`src/rtl/osc_multi.sv`:
```
// -----------------------------------------------------------------------------
// osc_multi -- multi-waveform audio oscillator
//
// A free-running period counter sweeps 0..wave_length-1. On a sample request
// the current phase is captured and turned into a FRAC_BITS fixed-point
// fraction (phase / period) by an iterative restoring divider, one quotient bit
// per clock. The fraction is then shaped into a saw, square or triangle sample.
//
// Ports:
//   clk          in   system clock
//   reset        in   synchronous, active-high reset
//   wave_length  in   period in clk cycles (CNT_W bits)
//   mode         in   0 = saw, 1 = square, 2 = triangle, 3 = silence
//   sample_en    in   one-cycle request for a new sample (ignored while busy)
//   busy         out  a sample computation is in flight
//   out          out  signed sample, held until the next completed computation
//   out_valid    out  one-cycle pulse when out updates
// -----------------------------------------------------------------------------
`timescale 1ns/1ps

module osc_multi #(
    parameter int CNT_W     = 32,
    parameter int FRAC_BITS = 20,
    parameter int OUT_W     = FRAC_BITS + 2
) (
    input  logic                    clk,
    input  logic                    reset,
    input  logic [CNT_W-1:0]        wave_length,
    input  logic [1:0]              mode,
    input  logic                    sample_en,
    output logic                    busy,
    output logic signed [OUT_W-1:0] out,
    output logic                    out_valid
);

    // Shaping needs FRAC_BITS+3 bits for 4*frac; work in whichever of that or
    // OUT_W is wider, then keep the low OUT_W bits (results always fit).
    localparam int SW   = FRAC_BITS + 3;
    localparam int WW   = (OUT_W > SW) ? OUT_W : SW;
    localparam int IT_W = $clog2(FRAC_BITS + 1);
    localparam logic [WW-1:0] F_VAL = WW'(1) << FRAC_BITS;

    typedef enum logic [1:0] {
        S_IDLE,
        S_DIV,
        S_SHAPE
    } state_t;

    state_t                  state_q;
    logic [CNT_W-1:0]        cnt_q, cnt_d;
    logic [CNT_W-1:0]        rem_q, rem_d;
    logic [CNT_W-1:0]        div_q;
    logic [FRAC_BITS-1:0]    quo_q, quo_d;
    logic [1:0]              mode_q;
    logic [IT_W-1:0]         iter_q;
    logic                    busy_q;
    logic                    out_valid_q;
    logic signed [OUT_W-1:0] out_q, shape_d;

    logic                    accept;
    logic                    skip_div;
    logic [CNT_W-1:0]        num_cap;
    logic [CNT_W:0]          rem_sh;
    logic [CNT_W:0]          div_ext;
    logic                    rem_ge;
    logic [WW-1:0]           frac_w;
    logic [WW-1:0]           shape_w;

    // ------------------------------------------------------------------
    // Period counter
    // ------------------------------------------------------------------
    // NOTE: combinational logic uses blocking '=' and assigns every output a
    // default first, so no path leaves a value unassigned and no latch forms.
    always_comb begin
        cnt_d = cnt_q + CNT_W'(1);
        if (wave_length <= CNT_W'(1)) begin
            cnt_d = '0;
        end else if (cnt_q >= wave_length - CNT_W'(1)) begin
            // also covers a live shrink of wave_length below the counter
            cnt_d = '0;
        end
    end

    // NOTE: clocked state uses non-blocking '<=' so every register samples
    // the pre-edge values of the others.
    always_ff @(posedge clk) begin
        if (reset) begin
            cnt_q <= '0;
        end else begin
            cnt_q <= cnt_d;
        end
    end

    // ------------------------------------------------------------------
    // Capture and divider datapath
    // ------------------------------------------------------------------
    assign accept   = (state_q == S_IDLE) && sample_en;
    assign skip_div = (wave_length <= CNT_W'(1)) || (mode == 2'd3);

    // A counter sitting at or above a just-shrunk wave_length wraps to 0 on
    // this edge; treat it as phase 0 so the divider keeps num < div.
    assign num_cap = (cnt_q >= wave_length) ? '0 : cnt_q;

    // The shifted partial remainder needs CNT_W+1 bits; after the conditional
    // subtract it is below div again and fits back into CNT_W bits.
    assign rem_sh  = {rem_q, 1'b0};
    assign div_ext = {1'b0, div_q};
    assign rem_ge  = (rem_sh >= div_ext);
    assign rem_d   = rem_ge ? CNT_W'(rem_sh - div_ext) : CNT_W'(rem_sh);
    assign quo_d   = {quo_q[FRAC_BITS-2:0], rem_ge};

    // NOTE: pure datapath registers carry no reset; they are always loaded on
    // accept before anything reads them, and the control FSM owns validity.
    always_ff @(posedge clk) begin
        if (accept) begin
            rem_q  <= num_cap;
            div_q  <= wave_length;
            mode_q <= mode;
            quo_q  <= '0;
        end else if (state_q == S_DIV) begin
            rem_q  <= rem_d;
            quo_q  <= quo_d;
        end
    end

    // ------------------------------------------------------------------
    // Waveform shaping (from the registered fraction and captured mode)
    // ------------------------------------------------------------------
    assign frac_w = WW'(quo_q);

    always_comb begin
        shape_w = '0;
        unique case (mode_q)
            2'd0: shape_w = (frac_w << 1) - F_VAL;
            2'd1: shape_w = quo_q[FRAC_BITS-1] ? (WW'(0) - F_VAL) : (F_VAL - WW'(1));
            2'd2: shape_w = quo_q[FRAC_BITS-1] ? ((F_VAL << 1) + F_VAL - (frac_w << 2))
                                               : ((frac_w << 2) - F_VAL);
            default: shape_w = '0;
        endcase
        shape_d = $signed(OUT_W'(shape_w));
    end

    // ------------------------------------------------------------------
    // Control FSM with registered outputs
    // ------------------------------------------------------------------
    always_ff @(posedge clk) begin
        if (reset) begin
            state_q     <= S_IDLE;
            iter_q      <= '0;
            busy_q      <= 1'b0;
            out_q       <= '0;
            out_valid_q <= 1'b0;
        end else begin
            out_valid_q <= 1'b0;
            unique case (state_q)
                S_IDLE: begin
                    if (sample_en) begin
                        busy_q  <= 1'b1;
                        iter_q  <= '0;
                        state_q <= skip_div ? S_SHAPE : S_DIV;
                    end
                end
                S_DIV: begin
                    iter_q <= iter_q + IT_W'(1);
                    if (iter_q == IT_W'(FRAC_BITS - 1)) begin
                        state_q <= S_SHAPE;
                    end
                end
                S_SHAPE: begin
                    out_q       <= shape_d;
                    out_valid_q <= 1'b1;
                    busy_q      <= 1'b0;
                    state_q     <= S_IDLE;
                end
                default: state_q <= S_IDLE;
            endcase
        end
    end

    assign busy      = busy_q;
    assign out       = out_q;
    assign out_valid = out_valid_q;

endmodule

```
`config.mk`:
```
export PLATFORM = sky130hd
export DESIGN_NAME = osc_multi
export DESIGN_NICKNAME = d
export VERILOG_FILES = /design/src/rtl/osc_multi.sv
export SDC_FILE = /design/constraint.sdc
export NUM_CORES = 1
export LEC_CHECK = 0
export BUFFER_PORTS_ARGS = -buffer_cell sky130_fd_sc_hd__buf_2
export CAP_MARGIN = 10
export CORE_AREA = 5 5 213 215
export CTS_CLUSTER_DIAMETER = 150
export CTS_CLUSTER_SIZE = 40
export DETAILED_ROUTE_END_ITERATION = 8
export DIE_AREA = 0 0 218 220
export SLEW_MARGIN = 20
export SYNTH_ARGS = -nofsm -noshare
export SYNTH_HDL_FRONTEND = slang
export SYNTH_SLANG_ARGS = --single-unit
```
`constraint.sdc`:
```
create_clock -name clk -period 8.5 [get_ports clk]
set_input_delay 2.125 -clock clk [delete_from_list [all_inputs] [get_ports clk]]
set_output_delay 2.125 -clock clk [all_outputs]
set_load 0.005 [all_outputs]
```
==> results of run 1 <==
-- metal layers --
| metal | GRT usage | vias to the layer above | routed length [µm] |
|---|---|---|---|
| met3 | 0.0227 | 28 | 1250 |
| li1 | - | 4584 | - |
| met1 | 0.158 | 4421 | 13500 |
| met2 | 0.209 | 205 | 14100 |
| met4 | 0.0339 | 0 | 469 |
| met5 | 0 | - | 0 |
-- cell usage in the layout (no fill, tap or decap), types with 22 or more instances in the layout --
| cell type | Yosys | final |
|---|---|---|
| inv_1 | 80 | 79 |
| xor2_1 | 28 | 28 |
| nand3_1 | 48 | 48 |
| nand2_1 | 121 | 121 |
| a21o_1 | 32 | 32 |
| nor2_1 | 127 | 126 |
| o21ai_0 | 58 | 58 |
| buf_2 | 9 | 60 |
| edfxtp_1 | 66 | 66 |
| nand4_1 | 44 | 44 |
| xnor2_1 | 68 | 68 |
| mux2i_1 | 22 | 22 |
| a21oi_1 | 71 | 71 |
| nor3_1 | 31 | 31 |
| dfxtp_1 | 83 | 83 |
| ha_1 | 101 | 101 |
-- final timing paths --
path | start | end | slack [ns] | cells after the start
setup reg to reg | rem_q[25] | rem_q[14] | 5.04 | 10
hold reg to reg | out[0] | out[0] | 0.47 | 2
hold / removal | out[0] | out[0] | 0.47 | 2
setup / recovery | wave_length[6] | cnt_q[31] | 2.63 | 17
-- stage by stage --
stage / total power, W / cell area, µm² / hold slack, ns / std cells / setup WS (ns)
global route: 0.00311 / 12000 / 0.496 / 1884 / 2.21
detailed placement: 0.00221 / 11500 / 0.469 / 1853 / 2.20
finish: 0.00291 / 12000 / 0.469 / 1884 / 2.63
floorplan: 0.00192 / 10700 / 0.447 / 1255 / 3.26
CTS: 0.00292 / 12000 / 0.479 / 1884 / 2.66
global placement: 0.00220 / 11500 / 0.457 / 1853 / 2.32
-- worst reg2reg max path, cell delays in order (launching register included) --
cell,delay [ns]
edfxtp_1,0.41
ha_1,0.43
a21oi_1,0.19
o21ai_0,0.24
a21oi_1,0.18
o21ai_0,0.09
a2111oi_0,0.74
o21ai_4,0.12
buf_4,0.35
mux2i_1,0.33
o21ai_0,0.10
-- registers in the layout (all words and copies together) (netlist names) --
register / count
state_q: 2
rem_q: 32
out_valid: 1
out: 22
mode_q: 2
div_q: 32
cnt_q: 32
iter_q: 5
quo_q: 20
busy: 1
-- power by group through the flow --
stage                     Combinational, W  Sequential [W]  Clock (W)
after detailed placement           0.00124        0.000976          0
final                              0.00125        0.000964   0.000690
after global routing               0.00139        0.000977   0.000739
after floorplan                   0.000967        0.000956          0
after global placement             0.00122        0.000977          0
after CTS                          0.00125        0.000964   0.000709
-- logic make-up (layout without fill, tap and decap cells) --
family / Yosys count / count (layout) / share of synthesized area
simple gates: 466 / 466 / 0.211
buf+inv: 143 / 180 / 0.0529
fa+ha+maj: 102 / 102 / 0.121
mux: 22 / 22 / 0.0207
xor+xnor: 96 / 96 / 0.0789
compound gates: 277 / 277 / 0.174
flops: 149 / 149 / 0.342
-- area by class of cell --
type,count,area (µm²),share of cell area
tap,592,741,0.0615
timing repair buffer,69,368,0.0305
clock inverter,12,81.3,0.00675
inverter,80,300,0.0249
sequential,149,3640,0.302
multi-input combinational,963,6470,0.537
clock buffer,19,443,0.0368
==> metrics.md, run 1 <==
| Metric | Value |
|---|---|
| Critical Path Max Stage Delay | `0.78 ns` |
| Core area | `approximately 44000 µm²` |
| NumNets Final | `1419` |
| Chip Width | `218 µm` |
| IO Pins | `61` |
| FF+latch count, synth | `149` |
| Pwr dens | `241 nW/µm²` |
| Most frequent cells after synthesis | `nor2_1, nand2_1, ha_1, dfxtp_1, inv_1` |
| Outcome | `finished, final reports clean` |
| Critical path buffer and inverter count | `1` |
| Vias | `9238` |
| Yosys top cell area share | `0.186` |
| Min Tclk post-route | `5.87 ns` |
| Sw frac | `0.383` |
| Clock Pin Slew Worst Setup and Hold Paths | `0.06 ns` |
| Register share of total power | `0.332` |
| Sequential area share after synthesis | `0.342` |
| Worst endpoint required time | `8.86 ns` |
| Dominant synthesized flop cell | `dfxtp_1` |
| Number of buffers inserted by hold repair at cts | `0` |
| CP Cell Sequence | `buf_2 > nor4_1 > nand4_1 > nor2_1 > and2_1 > nand2_1 > nor2_1 > xnor2_1 > ha_1 > a21o_1 > a21o_1 > a21oi_1 > nor2b_1 > o21ai_0 > a21o_1 > nand2_1 > nor3_1` |
| Final Max Tran Viols | `0` |
| F_max | `170 MHz` |
| Post-layout util | `0.277` |
| Final worst-path cycle share | `0.690` |
| Mean post-synth cell area | `8.49 µm²` |
| Final Hold Vio Count | `0` |
| I/O Buffers | `60` |
| Final TNS setup | `0 ns` |
| Internal power | `0.00179 W` |
| Cells after Synth | `about 1300` |
| GP Congestion | `0.887` |
| H-tree depth | `4` |
| Most common cell in the netlist | `nor2_1` |
| Number of post-CTS setup repair buffers | `0` |
| Antenna Nets Post-Route | `0` |
| Critical path class | `in2reg` |
| Drc violations | `0` |
| Vias/cell | `4.90` |
| Filler cells | `4713` |
| Post-synth EDFFs | `66` |
| CP delay by family, top | `simple AND/OR/NAND/NOR gates` |
| Slowest-stage cell, CP | `a21o_1` |
| Combinational share of power | `0.431` |
| Syn Nets | `1394` |
| Static Leak | `5.13 nW` |
| Longest Clk Path Bufs | `2` |
| Area Growth Syn to Fin | `13.1%` |
| Tot GR Track Use | `0.122` |
| Die Y | `220 µm` |
| Clock latency on the worst-skew pair | `roughly 0.44 ns` |
| FP Rows | `77` |
| Critical Path AT | `6.23 ns` |
| Share of layout cells above drive strength 1 | `0.0929` |
| Ys async rst share | `0` |
| Total congestion overflow | `0` |
| Synth warnings | `0` |
| Rel. slew slack | `0.347` |
| Antenna violations before repair | `0` |
| Ant diodes | `0` |
| CTS tree | `built` |
| Global-route wire length before repair | `47.6 mm` |
| Starting Density | `0.245` |
| Gates resized, CTS repair | `0` |
| DIE AREA | `48000 µm²` |
| Min-delay worst type | `reg2reg` |
| Vias in the first global route | `9080` |
| Detailed Place HPWL | `22.0 mm` |
| Crit end category | `register` |
| DRT Pass-1 Iters | `5` |
| Largest net degree at the start of global routing | `51` |
| RSZ-0062 raised after global routing | `false` |
| Max Cap Violations | `0` |
| Worst clock skew | `approximately 0.011 ns` |
| Cell area after synthesis | `10700 µm²` |
| CTS sink count | `~150` |
| CTS buffer count | `17` |
| Clock power share | `0.237` |
| Critical path startpoint category | `input pin` |
| Critical Path Fanout Max | `31` |
| Final setup viols | `0` |
| Cell variety after synth | `72` |
| VDD IR max | `~0.16 mV` |
| Worst-margin pin slew | `0.980 ns` |
| Starting DRT DRC Count | `486` |
| Wirelength per Cell | `between 15 and 20 µm` |
| CP most frequent cell | `a21o_1` |
| CTS root buf | `clkbuf_16` |
| Most area-hungry cell type in the Yosys netlist | `edfxtp_1` |
| Switching power | `0.00111 W` |
| Ranking of synthesized cells by area | `edfxtp_1, dfxtp_1, ha_1` |
| WL final | `29.2 mm` |
(Power assumes the default switching activity.)
==> run 2, diff against run 1 <==
==> constraint.sdc (replaced) <==
create_clock -name clk -period 5.4 [get_ports clk]
set_input_delay 1.35 -clock clk [delete_from_list [all_inputs] [get_ports clk]]
set_output_delay 1.35 -clock clk [all_outputs]
set_load 0.005 [all_outputs]
==> metrics.md, run 2 (synthesis gave the netlist of run 1 again) <==
| Metric | Value |
|---|---|
| Outcome | `finished, final reports clean` |
| Share of layout cells above drive strength 1 | `0.0948` |
| Drc violations | `0` |
| CP Cell Sequence | `buf_2 > nor4_1 > nand4_1 > nor2_1 > and2_1 > nand2_1 > nor2_1 > xnor2_1 > ha_1 > a21o_1 > a21o_1 > a21oi_1 > nor2b_1 > o21ai_0 > a21o_1 > buf_12 > nand2_1 > nor3_1` |
| Slowest-stage cell, CP | `nor4_1` |
| Antenna Nets Post-Route | `0` |
| Final Max Tran Viols | `0` |
| FP Rows | `77` |
| Largest registers | `cnt_q (32), div_q (32), rem_q (32)` |
| GP Congestion | `0.868` |
| Min Tclk post-route | `4.49 ns` |
| Tot GR Track Use | `0.124` |
| Grt peak-use layer | `met2` |
| Vias in the first global route | `8928` |
| CTS sink count | `149` |
| Worst endpoint required time | `5.79 ns` |
| Critical Path Max Stage Delay | `approximately 0.54 ns` |
| Vias/cell | `about 5` |
| Number of buffers inserted by hold repair at cts | `0` |
| Gates resized, CTS repair | `0` |
| DRT Pass-1 Iters | `5` |
| Min-delay worst type | `reg2reg` |
| Total congestion overflow | `0` |
| F_max | `223 MHz` |
| I/O Buffers | `60` |
| Static Leak | `between 5 and 6 nW` |
| Wirelength per Cell | `15.6 µm` |
| H-tree depth | `4` |
| Global-route wire length before repair | `roughly 47 mm` |
| CTS tree | `built` |
| Starting Density | `0.245` |
| Critical Path AT | `4.88 ns` |
| CTS buffer count | `17` |
| Longest Clk Path Bufs | `2` |
| CP most frequent cell | `a21o_1` |
| IO Pins | `61` |
| Clock Pin Slew Worst Setup and Hold Paths | `0.06 ns` |
| Most frequent cells in the layout | `nor2_1, nand2_1, ha_1` |
| Largest net degree at the start of global routing | `52` |
| Met3 GRT Util | `0.0328` |
| Final Hold Vio Count | `0` |
| RSZ-0062 raised after global routing | `false` |
| Worst clock skew | `~0.012 ns` |
| Core area | `43500 µm²` |
| VDD IR max | `0.264 mV` |
| Pwr dens | `383 nW/µm²` |
| CTS root buf | `clkbuf_16` |
| Filler cells | `4761` |
| Detailed Place HPWL | `22.3 mm` |
| Area Growth Syn to Fin | `13.7%` |
| Post-layout util | `0.278` |
| Number of post-CTS setup repair buffers | `0` |
| Die Y | `220 µm` |
| NumNets Final | `1424` |
| Rel. slew slack | `0.274` |
| Vias | `9215` |
| Critical path class | `in2reg` |
| Final worst-path cycle share | `0.832` |
| Critical Path Fanout Max | `31` |
| GRT met1 Usage | `0.159` |
| Antenna violations before repair | `2` |
| Max Cap Violations | `0` |
| Crit end category | `register` |
| Chip Width | `218 µm` |
| Worst-margin pin slew | `1.09 ns` |
| Final setup viols | `0` |
| WL final | `around 29 mm` |
| DIE AREA | `48000 µm²` |
| Critical path startpoint category | `input pin` |
| Final TNS setup | `0 ns` |
| Starting DRT DRC Count | `576` |
| Clock latency on the worst-skew pair | `0.47 ns` |
| Most common cell after layout, fill and taps aside | `nor2_1` |
| Met2 GRT Util | `0.202` |
==> run 2: final cells by class <==
| cell class | count | area (µm²) | share of cell area |
|---|---|---|---|
| clock inverters | 10 | 71.3 | 0.00589 |
| flip-flops and latches | 149 | 3640 | 0.301 |
| inverters | 80 | 300 | 0.0248 |
| multi-input cells | 963 | 6460 | 0.533 |
| well taps | 592 | 741 | 0.0611 |
| clock buffers | 22 | 475 | 0.0392 |
| repair buffers | 74 | 418 | 0.0345 |
| diodes | 2 | 5.00 | 0.000413 |
==> run 2: critical path, delay by kind of cell <==
kind            cells  cell delay, ns
buf+inv             2            0.30
simple gates        9            1.98
xor+xnor            1            0.14
compound gates      5            0.83
fa+ha+maj           1            0.28
==> run 2: path summary, 6_finish.rpt <==
| path | slack [ns] | from | cells past startpoint | end |
|---|---|---|---|---|
| worst min-delay path | 0.46 | out[0] | 2 | out[0] |
| worst max-delay path | 0.91 | wave_length[6] | 18 | cnt_q[31] |
| worst max register to register | 2.00 | cnt_q[9] | 10 | rem_q[6] |
| worst min register to register | 0.46 | out[0] | 2 | out[0] |
==> run 2: metal layers <==
layer | part of all wire | vias up
met4 | 0.024 | 0
li1 | - | 4608
met3 | 0.047 | 44
met5 | 0 | -
met1 | 0.46 | 4374
met2 | 0.47 | 189
==> run 2: through the flow <==
stage	hold WS, ns	worst slack, ns	cells	area, µm²	power, W
3_5_place_dp	0.448	0.492	1858	11600	0.00349
2_1_floorplan	0.447	0.935	1255	10700	0.00303
6_report	0.457	0.908	1892	12100	0.00464
5_1_grt	0.498	0.664	1892	12100	0.00497
4_1_cts	0.457	0.985	1890	12100	0.00466
3_3_place_gp	0.449	0.514	1858	11600	0.00347
==> run 2: where the power goes <==
| part | switching, W | leakage, nW | internal (W) | total (W) |
|---|---|---|---|---|
| registers | 0.000108 | 1.33 | 0.00142 | 0.00152 |
| clock network | 0.000507 | 0.275 | 0.000628 | 0.00113 |
| logic | 0.00117 | 3.57 | 0.000812 | 0.00198 |
==> run 3, diff against run 2 <==
==> constraint.sdc (replaced) <==
create_clock -name clk -period 4.3 [get_ports clk]
set_input_delay 1.075 -clock clk [delete_from_list [all_inputs] [get_ports clk]]
set_output_delay 1.075 -clock clk [all_outputs]
set_load 0.005 [all_outputs]
==> metrics.md, run 3 (synthesis gave the netlist of run 1 again) <==
| Metric | Value |
|---|---|
| Crit end category | `register` |
| Critical path class | `in2reg` |
| Critical path startpoint category | `input pin` |
| Wirelength per Cell | `about 16 µm` |
| Antenna Nets Post-Route | `0` |
| Longest Clk Path Bufs | `2` |
| Final Hold Vio Count | `0` |
| Rel. slew slack | `0.439` |
| Fin Hold WS | `0.460 ns` |
| Total Power | `0.00589 W` |
| Static Leak | `5.27 nW` |
| Max Cap Violations | `0` |
| Drc violations | `0` |
| Final setup viols | `0` |
| Worst R2R Start | `rem_q[25]` |
| GP Congestion | `0.875` |
| Outcome | `finished, final reports clean` |
| NumNets Final | `1444` |
| Clock latency on the worst-skew pair | `0.47 ns` |
| Largest registers | `cnt_q (32), div_q (32), rem_q (32)` |
| I/O Buffers | `60` |
| CP Cell Sequence | `buf_2 > nor4_1 > buf_4 > nand4_1 > buf_4 > nor3_1 > buf_4 > a31oi_1 > nor2_1 > ha_1 > a21o_1 > a21o_1 > a21oi_1 > o22ai_1 > nor2_1 > o21ai_0 > o2bb2ai_2 > buf_12 > nor3_1` |
| Slowest-stage cell, CP | `nor4_1` |
| Core area | `43500 µm²` |
| CTS root buf | `clkbuf_16` |
| Final TNS setup | `0 ns` |
| Antenna violations before repair | `0` |
| Worst endpoint required time | `4.69 ns` |
| Worst Setup Slack, final | `~0.45 ns` |
| CP delay by family, top | `simple AND/OR/NAND/NOR gates` |
| Final worst-path cycle share | `0.896` |
| Starting DRT DRC Count | `551` |
| CTS sink count | `149` |
| Most common cell after layout, fill and taps aside | `nor2_1` |
| Die Y | `220 µm` |
| VDD IR max | `0.312 mV` |
| Area Growth Syn to Fin | `15.6%` |
| Number of post-CTS setup repair buffers | `0` |
| H-tree depth | `4` |
| Pwr dens | `479 nW/µm²` |
| Worst-margin pin slew | `0.821 ns` |
| Cells on worst reg2reg path | `10` |
| Hold_sp | `out[0]` |
| F_max | `259 MHz` |
| Share of layout cells above drive strength 1 | `0.111` |
| Pre-CTS setup slack | `-0.0255 ns` |
| Number of buffers inserted by hold repair at cts | `0` |
| FP Rows | `77` |
| Critical path buffer and inverter count | `5` |
| Critical Path AT | `4.25 ns` |
| DRT Pass-1 Iters | `5` |
| Placed instance count | `1878` |
| Global-route wire length before repair | `48.3 mm` |
| Most frequent cells in the layout | `nor2_1, nand2_1, ha_1` |
| Total congestion overflow | `0` |
| CP most frequent cell | `buf_4` |
| Gates resized, CTS repair | `0` |
| Min-delay worst type | `reg2reg` |
| Critical Path Fanout Max | `32` |
| Starting Density | `0.245` |
| WL final | `about 30 mm` |
| Min Tclk post-route | `roughly 3.9 ns` |
| Reg-to-reg slack, setup | `around 0.84 ns` |
| Filler cells | `4722` |
| RSZ-0062 raised after global routing | `false` |
| Vias/cell | `4.88` |
| Tot GR Track Use | `0.126` |
| Reg-to-reg critical path endpoint | `rem_q[14]` |
| Hold Path Stages | `2` |
| Clock Pin Slew Worst Setup and Hold Paths | `0.07 ns` |
| DIE AREA | `48000 µm²` |
| Final Non-Filler Cells | `1910` |
| CTS tree | `built` |
| Vias | `9324` |
| Worst clock skew | `0.0109 ns` |
| Largest net degree at the start of global routing | `44` |
| Ant diodes | `0` |
| Critical Path Max Stage Delay | `0.32 ns` |
| Chip Width | `218 µm` |
| Worst hold path endpoint | `out[0]` |
| CTS buffer count | `17` |
| Detailed Place HPWL | `22.9 mm` |
| Final Max Tran Viols | `0` |
| IO Pins | `61` |
| Vias in the first global route | `9138` |
==> run 3: worst register-to-register path: cells and delay by family, from the launching register on <==
kind / cells / cell delay [ns]
AOI/OAI and AO/OA: 7 / 1.71
adders and majority gates: 1 / 0.43
DFF: 1 / 0.40
buffers and inverters: 1 / 0.33
muxes: 1 / 0.30
==> run 3: stage by stage <==
step	util	cell area (µm²)
detailed placement	0.270	11700
finish	0.283	12300
global route	0.283	12300
floorplan	-	10700
CTS	0.283	12300
global placement	0.270	11700
==> run 3: how the worst max path moves through the flow <==
stage	start	end	slack (ns)	cells past startpoint
after floorplan	wave_length[6]	cnt_q[2]	0.11	18
after global placement	wave_length[6]	cnt_q[29]	0.009	19
after detailed placement	wave_length[6]	cnt_q[29]	-0.03	19
after CTS	wave_length[6]	cnt_q[29]	0.48	19
after global routing	wave_length[6]	cnt_q[13]	0.19	19
final	wave_length[6]	cnt_q[29]	0.45	19
==> run 3: routing by layer <==
metal,track usage,up-vias,share of wire
li1,-,4644,-
met2,0.210,198,0.48
met3,0.0293,37,0.042
met1,0.162,4445,0.46
met5,0,-,0
met4,0.0406,0,0.017
==> run 3: cell type report <==
class | count | area [µm²] | area share
Clock buffer | 17 | 425 | 0.0346
Multi-Input combinational cell | 963 | 6470 | 0.525
Inverter | 80 | 300 | 0.0244
Sequential cell | 149 | 3640 | 0.296
Tap cell | 592 | 741 | 0.0602
Timing Repair Buffer | 94 | 593 | 0.0482
Clock inverter | 15 | 139 | 0.0113
==> run 3: report_power, final <==
| part | switching, W | total [W] | leakage, nW | internal [W] |
|---|---|---|---|---|
| registers | 0.000135 | 0.00191 | 1.33 | 0.00178 |
| clock network | 0.000697 | 0.00146 | 0.266 | 0.000760 |
| logic | 0.00149 | 0.00252 | 3.68 | 0.00104 |
